## config.mk

```make
export PLATFORM = sky130hd
export DESIGN_NAME = note_recorder
export DESIGN_NICKNAME = d
export VERILOG_FILES = /design/src/rtl/note_recorder.sv
export SDC_FILE = /design/constraint.sdc
export NUM_CORES = 1
export LEC_CHECK = 0
export CAP_MARGIN = 30
export CORE_AREA = 4 4 205 207
export CTS_CLUSTER_DIAMETER = 150
export DETAILED_ROUTE_END_ITERATION = 10
export DIE_AREA = 0 0 209 211
export DONT_BUFFER_PORTS = 1
export PLACE_DENSITY = 0.51
export SYNTH_ARGS = -nofsm -noshare
export SYNTH_HDL_FRONTEND = slang
export SYNTH_SLANG_ARGS = --single-unit
```

## constraint.sdc

```tcl
create_clock -name CLK -period 2.5 [get_ports CLK]
set_input_delay 0.125 -clock CLK [delete_from_list [all_inputs] [get_ports CLK]]
set_output_delay 0.125 -clock CLK [all_outputs]
set_load 0.01 [all_outputs]
```

## src/rtl/note_recorder.sv

```systemverilog
// Quarter-beat note recorder/player: captures LIVE_NOTE into a DEPTH-slot buffer, replays it on play_note.
// Optional NOTE_RECORDER_LOOP_EN: playback wraps to slot 0 seamlessly instead of ending.
module note_recorder #(
  parameter int DEPTH = 64,
  parameter int AW    = $clog2(DEPTH)
) (
  input  logic          CLK,
  input  logic          RESET,
  input  logic          QUARTER_TICK,
  input  logic          REC_START,
  input  logic          PLAY_START,
  input  logic          STOP,
  input  logic [3:0]    LIVE_NOTE,
  output logic [3:0]    play_note,
  output logic          rec_active,
  output logic          play_active,
  output logic          full,
  output logic [AW:0]   rec_len
);

  typedef enum logic [1:0] {S_IDLE = 2'd0, S_REC = 2'd1, S_PLAY = 2'd2} state_t;

  localparam logic [AW:0] LEN_MAX  = DEPTH[AW:0];
  localparam logic [AW:0] LEN_LAST = LEN_MAX - 1'b1;

  state_t              r_state;
  logic [AW-1:0]       r_wr_ptr;
  logic [AW:0]         r_rd_ptr;
  logic [AW:0]         r_rec_len;
  logic [3:0]          r_play_note;
  logic [3:0]          r_mem [DEPTH];
  logic                w_wr_en;

  // A REC_START restart suppresses any coincident sample.
  assign w_wr_en = (r_state == S_REC) && QUARTER_TICK && !REC_START;

  // Buffer contents survive reset; rec_len alone marks what is valid.
  always_ff @(posedge CLK) begin
    if (w_wr_en) r_mem[r_wr_ptr] <= LIVE_NOTE;
  end

  always_ff @(posedge CLK or posedge RESET) begin
    if (RESET) begin
      r_state     <= S_IDLE;
      r_wr_ptr    <= '0;
      r_rd_ptr    <= '0;
      r_rec_len   <= '0;
      r_play_note <= '0;
    end else begin
      case (r_state)
        S_IDLE: begin
          if (REC_START) begin
            r_state   <= S_REC;
            r_wr_ptr  <= '0;
            r_rec_len <= '0;
          end else if (PLAY_START && (r_rec_len != '0)) begin
            r_state  <= S_PLAY;
            r_rd_ptr <= '0;
          end
        end
        S_REC: begin
          if (REC_START) begin
            r_wr_ptr  <= '0;
            r_rec_len <= '0;
          end else begin
            if (QUARTER_TICK) begin
              r_wr_ptr  <= r_wr_ptr + 1'b1;
              r_rec_len <= r_rec_len + 1'b1;
              if (r_rec_len == LEN_LAST) r_state <= S_IDLE;
            end
            if (STOP) r_state <= S_IDLE;
          end
        end
        S_PLAY: begin
          if (STOP) begin
            r_state     <= S_IDLE;
            r_play_note <= '0;
          end else if (PLAY_START) begin
            r_rd_ptr    <= '0;
            r_play_note <= '0;
          end else if (QUARTER_TICK) begin
            if (r_rd_ptr < r_rec_len) begin
              r_play_note <= r_mem[r_rd_ptr[AW-1:0]];
              r_rd_ptr    <= r_rd_ptr + 1'b1;
            end else begin
`ifdef NOTE_RECORDER_LOOP_EN
              r_play_note <= r_mem[0];
              r_rd_ptr    <= {{AW{1'b0}}, 1'b1};
`else
              r_play_note <= '0;
              r_state     <= S_IDLE;
`endif
            end
          end
        end
        default: r_state <= S_IDLE;
      endcase
    end
  end

  assign play_note   = r_play_note;
  assign rec_len     = r_rec_len;
  assign rec_active  = (r_state == S_REC);
  assign play_active = (r_state == S_PLAY);
  assign full        = (r_rec_len == LEN_MAX);

endmodule

```

==> reports/metrics.csv, run 1 <==
metric,value,unit
grt_pass1_wl,42000,µm
fin_skew,0.0246,ns
gp_congestion,0.778,
ys_seq_area_frac,0.701,
boundaryPins,24,
synthAdderAreaFrac,0.0105,
p_switching,0.00203,W
grt_pass1_vias,6816,
synth_compound_area_frac,0.0583,
fillers,3903,
cp_num_buf_inv,2,
final_cell_count_no_fill,1362,
synth-simple-area-share,0.0816,
synth_top_family_by_area,multiplexers,
cts-htree-levels,1,
synth_most_common_cell,edfxtp_1,
cpMaxStageDelayCell,dfrtp_1,
cp_cell_sequence,inv_1 -> ha_1 -> a211o_1 -> a221oi_4 -> buf_4 -> nand4b_4 -> o41ai_1,
final-setup-viol-count,0,
drc,0,
reg2reg_from,rec_len[1]$_DFFE_PP0P_,
path_clk_slew,0.06,ns
ir_drop,0.469,mV
cp.required,2.96,ns
syn_area,0.0119,mm²
numCtsBuffers,31,
first_pass_iters,6,
path_delay_family,compound AO/OA/AOI/OAI gates,
grt_overflow,0,
worstMarginPinSlew,0.879,ns
fp.dieH,211,µm
hold_start,QUARTER_TICK,
antenna_found_initial,2,
routed_wl,27300,µm
timing.setup.tns,0,ns
p_sw_frac,0.203,
syn_area_per_cell,16.0,µm²
track_usage,0.123,
worstSkewPairLatency,0.57,ns
design_power_total,0.0100,W
cts_buffer_depth,3,
max_freq,429,MHz
wl_per_cell,20.1,µm
grt_max_degree,65,
synth_top_flop_cell,edfxtp_1,
period_needed,2.33,ns
vias,6533,
drive_gt1_frac,0.185,
tritoncts,yes,
start_kind,flop,
timing.final.crit_share,0.933,
synth_cells,745,
fin_ws,0.168,ns
p_comb_frac,0.038,
dp_hpwl,17800,µm
slew_viol_final,0,
cp_max_fo,10,
placementRows,74,
min-delay-path-class,input port to flop,
port_buffers,0,
dieArea,0.0441,mm²
die_w,209,µm
ys_ff_latch,282,
yosys.area_share.xor_xnor,0.00516,
drt_iter0_drc,475,
timing.reg2reg.setup_slack,0.17,ns
final-hold-violation-count,0,
core,0.0404,mm²
grt_setup_unrepaired,false,
outcome,"complete, no violations",
leakagePower,4.48,nW
power-per-cell-area,714,mW/mm²
synth_top_area_frac,0.647,
postSynth.asyncResetShare,0.0922,
drv_cap,0,
dp_cells,1290,
synthTopCellsByArea,"edfxtp_1 (65%), mux4_2 (6.8%), dfrtp_1 (5.5%)",
drt-vias-per-instance,4.80,
slew-limit-headroom,0.413,
critPathArrivalTime,2.79,ns
synth_cell_types,53,
postRouteAntennaNets,0,
clkPwrFrac,0.444,
fin_nets,828,
start_util,0.295,
cpPeakStageDelay,0.43,ns
yosys_warnings,0,
cts-root-buf,clkbuf_16,
synth_common_cells,"edfxtp_1 (256), nor2_1 (95), nand2_1 (49)",
syn_to_final_growth,18.1,%
dp_slack,0.123,ns
clock_sinks,282,
synthesis.nets,765,
synthMuxAreaShare,0.120,
multi_input_area,0.00328,mm²
synth_top_area_cell,edfxtp_1,
worstSetupPathType,flop to flop,
critPathLaunch,rec_len[1]$_DFFE_PP0P_,
synth_edf_count,256,
p_int,0.00799,W
cp-end-kind,flop,
pwr-share-seq,0.518,
register_area,0.00834,mm²
sequential cells by signal, summed over array words and instances (netlist names):
name       flops
r_state        2
play_note      4
rec_len        7
r_rd_ptr       7
r_mem        256
r_wr_ptr       6
through the flow:
stage	util	hold slack (ns)	instance area, µm²
CTS	0.347	0.0501	14000
global placement	0.317	0.242	12800
finish	0.348	0.0555	14000
global route	0.348	0.108	14000
floorplan	-	0.165	11900
detailed placement	0.317	0.253	12800
final timing paths:
check / to / depth (start not counted)
hold reg to reg: r_rd_ptr[6]$_DFFE_PP0P_ / 1
setup reg to reg: r_rd_ptr[5]$_DFFE_PP0P_ / 7
setup / recovery: r_rd_ptr[5]$_DFFE_PP0P_ / 7
min in group asynchronous: rec_len[1]$_DFFE_PP0P_ / 2
max in group asynchronous: r_rd_ptr[2]$_DFFE_PP0P_ / 2
hold / removal: rec_len[6]$_DFFE_PP0P_ / 5
tightest hold or removal path, cell delays in order:
cell	delay, ns
nand2_1	0.04
nor3_1	0.05
nand4_1	0.11
mux2i_1	0.08
o21ai_0	0.17
kinds of logic after synthesis:
| family | Yosys count |
|---|---|
| buffers and inverters | 50 |
| xor gates and xnor gates | 7 |
| AOI/OAI and AO/OA | 94 |
| muxes | 90 |
| and+or+nand+nor | 212 |
| DFF | 282 |
| adders and majority gates | 10 |
final cells by class:
| cell class | count | area share |
|---|---|---|
| repair buffers | 70 | 0.0509 |
| clock inverters | 15 | 0.0135 |
| multi-input cells | 413 | 0.234 |
| diodes | 2 | 0.000356 |
| well taps | 532 | 0.0474 |
| inverters | 10 | 0.00267 |
| clock buffers | 38 | 0.0571 |
| flip-flops and latches | 282 | 0.594 |
placed cells by master (no fill, tap or decap), types with 5 or more instances in the layout:
cell type      Yosys  layout
mux4_2            36      36
nand2_1           49      49
nand3b_1           5       5
ha_1              10      10
a21oi_1           10      10
nand4_1            5       5
o21ai_0           17      17
dfrtp_1           26      24
a311oi_1           8       8
buf_12             1       6
nor2b_1           13      13
dlygate4sd3_1      0      12
mux2i_1           42      42
clkbuf_1          11       7
buf_4              5      47
clkinv_1           0       5
nor3_1             6       6
nand3_1           18      18
a21o_1            11      11
inv_1             10      10
nor2_1            95      95
edfxtp_1         256     256
mux2_2             8       8
o41ai_1            5       5
clkbuf_16          0      31
o31ai_1            6       6
power groups by stage:
stage / clock network, W / logic, W / registers (W)
2_1_floorplan: 0 / 0.000176 / 0.00528
3_3_place_gp: 0 / 0.000263 / 0.00529
3_5_place_dp: 0 / 0.000262 / 0.00529
4_1_cts: 0.00457 / 0.000378 / 0.00519
5_1_grt: 0.00479 / 0.000417 / 0.00519
6_report: 0.00445 / 0.000377 / 0.00519
timing repair:
action,CTS,global route
setup buffers,0,1
hold buffers,16,0
resized for setup,0,2
hold endpoints to repair,302,0
setup endpoints to repair,0,6
layer usage:
layer	routed length, µm	up-vias	track usage
met3	1690	37	0.0307
met1	12200	3304	0.164
met2	13000	169	0.204
met5	0	-	0
met4	471	0	0.0266
li1	-	3023	-
No activity file was read; power rests on OpenSTA's default activity.
==> run 2, diff against run 1 <==
SLEW_MARGIN = 20   (was not set)
clock period = 2.8 ns   (was 2.5 ns; I/O delays follow)
==> reports/metrics.csv, run 2 (same netlist as run 1, synthesis figures left out) <==
metric,value,unit
leakagePower,4.32,nW
final_cell_count_no_fill,1335,
cts_buffer_depth,3,
syn_to_final_growth,16.0,%
drv_cap,0,
grt_setup_unrepaired,false,
cts-root-buf,clkbuf_16,
cp_num_buf_inv,1,
placementRows,74,
drt-vias-per-instance,4.88,
fp.dieH,211,µm
core,0.0404,mm²
reg2reg_from,r_rd_ptr[2]$_DFFE_PP0P_,
max_freq,393,MHz
dp_cells,1264,
cts_resized,0,
drc,0,
worstSkewPairLatency,0.57,ns
fillers,3898,
fin_skew,0.0298,ns
timing.hold.ws,0.0363,ns
most-common-layout-cells,"edfxtp_1 (256), nor2_1 (95), nand2_1 (49)",
cp_max_fo,14,
grt_max_degree,65,
outcome,"complete, no violations",
cpMaxStageDelayCell,dfrtp_4,
numCtsBuffers,30,
timing.reg2reg.setup_slack,0.25,ns
final-setup-viol-count,0,
post-route-util,0.342,
reg2regPathDepth,6,
regMostFlops,r_mem,
start_util,0.295,
final_common_cell,edfxtp_1,
cts_setup_buffers,0,
cts-htree-levels,1,
timing.setup.tns,0,ns
cp-end-kind,flop,
fin_nets,799,
cp_cell_sequence,buf_4 -> mux4_2 -> mux2i_1 -> nor2_1 -> a2111oi_0 -> o21ai_1,
min-delay-path-class,input port to flop,
slew-limit-headroom,0.528,
power-per-cell-area,646,mW/mm²
slew_viol_final,0,
drt_iter0_drc,498,
worstSetupPathType,flop to flop,
critPathLaunch,r_rd_ptr[2]$_DFFE_PP0P_,
first_pass_iters,5,
dieArea,0.0441,mm²
routed_wl,27400,µm
die_w,209,µm
critPathArrivalTime,2.97,ns
path_delay_family,multiplexers,
boundaryPins,24,
start_kind,flop,
gp_congestion,0.819,
ir_drop,0.393,mV
final-hold-violation-count,0,
grt_pass1_wl,41800,µm
wl_per_cell,20.6,µm
path_clk_slew,0.06,ns
hold_buffers,13,
cp.required,3.23,ns
vias,6514,
tritoncts,yes,
dp_hpwl,17900,µm
largest_register_ffs,256,
drive_gt1_frac,0.156,
worstMarginPinSlew,0.702,ns
port_buffers,0,
track_usage,0.122,
cpPeakStageDelay,0.56,ns
crit_cells,6,
grt_overflow,0,
r2r_end,play_note[2]$_DFFE_PP0P_,
postRouteAntennaNets,0,
timing.final.crit_share,0.909,
clock_sinks,282,
period_needed,2.55,ns
grt_pass1_vias,6854,
endpoint,play_note[2]$_DFFE_PP0P_,
antenna_found_initial,1,
==> run 2: final cells by class <==
cell class / instances / area (µm²) / share of cell area
repair buffers: 42 / 478 / 0.0347
diodes: 1 / 2.50 / 0.000181
clock buffers: 39 / 785 / 0.0569
clock inverters: 16 / 204 / 0.0148
multi-input cells: 413 / 3280 / 0.238
well taps: 532 / 666 / 0.0483
flip-flops and latches: 282 / 8340 / 0.605
inverters: 10 / 37.5 / 0.00272
==> run 2: worst min path at each step <==
stage | startpoint | slack [ns] | depth (start not counted) | endpoint
3_5_place_dp | RESET | 0.26 | 1 | rec_len[1]$_DFFE_PP0P_
3_3_place_gp | RESET | 0.25 | 1 | rec_len[1]$_DFFE_PP0P_
2_1_floorplan | RESET | 0.18 | 1 | play_note[0]$_DFFE_PP0P_
5_1_grt | QUARTER_TICK | 0.05 | 5 | rec_len[6]$_DFFE_PP0P_
4_1_cts | QUARTER_TICK | 0.004 | 3 | r_wr_ptr[1]$_DFFE_PP0P_
6_report | QUARTER_TICK | 0.04 | 3 | r_wr_ptr[1]$_DFFE_PP0P_
==> run 2: worst min-delay path, cell delays in order <==
cell and delay [ns]:
a21oi_1 0.14, or2_2 0.18, o21ai_0 0.10
==> run 2: per-stage QoR <==
step	power [W]	area, µm²	setup slack [ns]
final	0.00891	13800	0.254
after global routing	0.00924	13800	0.0698
after CTS	0.00903	13800	0.230
after detailed placement	0.00495	12600	0.212
after global placement	0.00495	12600	0.208
after floorplan	0.00487	11900	0.658
==> run 2: report_power, final <==
part | internal [W] | total, W | switching [W]
Clock | 0.00235 | 0.00395 | 0.00161
Sequential | 0.00461 | 0.00464 | 0.0000282
Combinational | 0.000117 | 0.000319 | 0.000202
==> run 2: metal layers <==
layer	vias up	part of all wire	track usage
li1	2972	-	-
met1	3301	0.43	0.161
met2	179	0.48	0.197
met3	62	0.062	0.0316
met4	0	0.036	0.0448
met5	-	0	0
==> run 3, diff against run 2 <==
ABC_AREA = 1   (was not set)
CORE_AREA = 4 4 213 215   (was 4 4 205 207)
DIE_AREA = 0 0 217 219   (was 0 0 209 211)
==> reports/metrics.csv, run 3 <==
metric,value,unit
worstMarginPinSlew,0.679,ns
synth_top_flop_cell,edfxtp_1,
critPathArrivalTime,2.88,ns
final-hold-violation-count,0,
leakagePower,5.91,nW
synth_top_area_cell,edfxtp_1,
dp_slack,0.474,ns
clock_sinks,282,
gp_congestion,0.765,
path_clk_slew,0.06,ns
p_switching,0.00275,W
drive_gt1_frac,0.0789,
regMostFlops,r_mem,
synthTopCellsByArea,"edfxtp_1 (60%), nand2_1 (14%), nand3_1 (5.5%)",
cp_max_fo,7,
fp.dieH,219,µm
syn_area_per_cell,9.75,µm²
yosys_warnings,0,
die_w,217,µm
final-setup-viol-count,0,
start_kind,flop,
first_pass_iters,5,
numCtsBuffers,31,
routed_wl,31200,µm
postRouteAntennaNets,0,
timing.reg2reg.setup_slack,0.43,ns
synth_edf_count,256,
vias,8737,
cp.required,3.30,ns
synth_most_common_cell,nand2_1,
reg2regPathDepth,10,
placementRows,77,
grtUsageMet2,0.235,
min-delay-path-class,input port to flop,
synth_top_area_frac,0.596,
p_int,0.00763,W
p_comb_frac,0.147,
ys_seq_area_frac,0.647,
drt-vias-per-instance,4.48,
grt_use_met1,0.165,
slew-limit-headroom,0.547,
syn_to_final_growth,14.6,%
grt_overflow,0,
endpoint,r_state[1]$_DFFE_PP0P_,
cts-htree-levels,1,
synth_common_cells,"nand2_1 (470), edfxtp_1 (256), inv_1 (161)",
worstSetupPathType,flop to flop,
wl_per_cell,16.0,µm
cp-end-kind,flop,
postSynth.asyncResetShare,0.0922,
cts-root-buf,clkbuf_16,
fin_ws,0.428,ns
timing.final.crit_share,0.847,
cts_setup_buffers,0,
synth_cells,1322,
timing.setup.tns,0,ns
largest_register_ffs,256,
outcome,"complete, no violations",
grt_max_degree,131,
port_buffers,0,
drc,0,
r2r_end,r_state[1]$_DFFE_PP0P_,
max_freq,422,MHz
reg2reg_from,rec_len[0]$_DFFE_PP0P_,
synthesis.nets,1342,
fillers,4474,
grtUsageMet3,0.0190,
dieArea,0.0475,mm²
track_usage,0.132,
core,0.0437,mm²
ir_drop,0.470,mV
grt_setup_unrepaired,false,
clkPwrFrac,0.392,
period_needed,2.37,ns
synth_cell_types,36,
n_antenna_cell,0,
p_sw_frac,0.265,
drt_iter0_drc,548,
busiest_layer,met2,
grt_pass1_wl,49100,µm
ys_ff_latch,282,
fin_nets,1354,
worstSkewPairLatency,0.56,ns
start_util,0.295,
final_common_cell,nand2_1,
slew_viol_final,0,
cts_buffer_depth,3,
antenna_found_initial,0,
critPathLaunch,rec_len[0]$_DFFE_PP0P_,
drv_cap,0,
tritoncts,yes,
dp_cells,1876,
most-common-layout-cells,"nand2_1 (470), edfxtp_1 (256), inv_1 (161)",
syn_area,0.0129,mm²
boundaryPins,24,
final_cell_count_no_fill,1949,
hold_depth,3,
grt_pass1_vias,8798,
cts_resized,0,
power-per-cell-area,702,mW/mm²
pwr-share-seq,0.461,
dp_hpwl,18900,µm
fin_skew,0.0156,ns
## run 3: logic make-up (layout without fill, tap and decap cells)
group / Yosys count / in the layout / share of synthesized area
AOI/OAI and AO/OA: 59 / 59 / 0.0285
xor gates and xnor gates: 3 / 3 / 0.00204
adders and majority gates: 10 / 10 / 0.00970
buffers and inverters: 222 / 257 / 0.0712
DFF: 282 / 282 / 0.647
and+or+nand+nor: 746 / 746 / 0.242
## run 3: cell type report
class / count / area [µm²] / area share
flip-flops and latches: 282 / 8340 / 0.565
multi-input cells: 818 / 3640 / 0.246
clock buffers: 36 / 795 / 0.0538
well taps: 592 / 741 / 0.0501
inverters: 166 / 623 / 0.0422
repair buffers: 35 / 418 / 0.0283
clock inverters: 20 / 223 / 0.0151
## run 3: power groups by stage
stage	clock network, W	logic (W)	registers, W
after CTS	0.00418	0.00154	0.00478
after floorplan	0	0.00111	0.00484
final	0.00407	0.00153	0.00478
after global placement	0	0.00141	0.00487
after detailed placement	0	0.00142	0.00487
after global routing	0.00435	0.00174	0.00479
## run 3: routing by layer
layer	vias to the layer above	routed length (µm)
met5	-	0
met4	0	822
met1	4191	13700
met3	56	1240
li1	4335	-
met2	155	15400
## run 3: how the worst min path moves through the flow
stage | start | to | slack, ns
6_report | STOP | r_rd_ptr[6]$_DFFE_PP0P_ | 0.14
5_1_grt | STOP | r_rd_ptr[6]$_DFFE_PP0P_ | 0.18
4_1_cts | STOP | r_rd_ptr[6]$_DFFE_PP0P_ | 0.11
3_5_place_dp | LIVE_NOTE[2] | r_mem[34][2]$_DFFE_PP_ | 0.25
3_3_place_gp | RESET | rec_len[3]$_DFFE_PP0P_ | 0.25
2_1_floorplan | RESET | play_note[0]$_DFFE_PP0P_ | 0.18
## run 3: timing repair
| item | in CTS | in global routing |
|---|---|---|
| endpoints found under the setup margin | 0 | 0 |
| hold buffers | 15 | 1 |
| hold endpoints to repair | 296 | 3 |
## run 3: critical path, cell delays in order (launching register included)
cell           delay [ns]
dfrtp_1              0.50
ha_1                 0.27
nand3_1              0.12
nor2_1               0.22
nand2_1              0.08
a21oi_1              0.14
nor2_1               0.05
a21oi_1              0.16
nand4_1              0.10
dlygate4sd3_1        0.58
nand2_1              0.07
## run 3: through the flow
stage	instance area (µm²)	total power (W)	hold slack [ns]	utilization
after floorplan	12900	0.00595	0.180	-
after global placement	13500	0.00628	0.245	0.309
after detailed placement	13500	0.00628	0.250	0.309
after CTS	14800	0.0105	0.107	0.337
after global routing	14800	0.0109	0.185	0.338
final	14800	0.0104	0.138	0.338
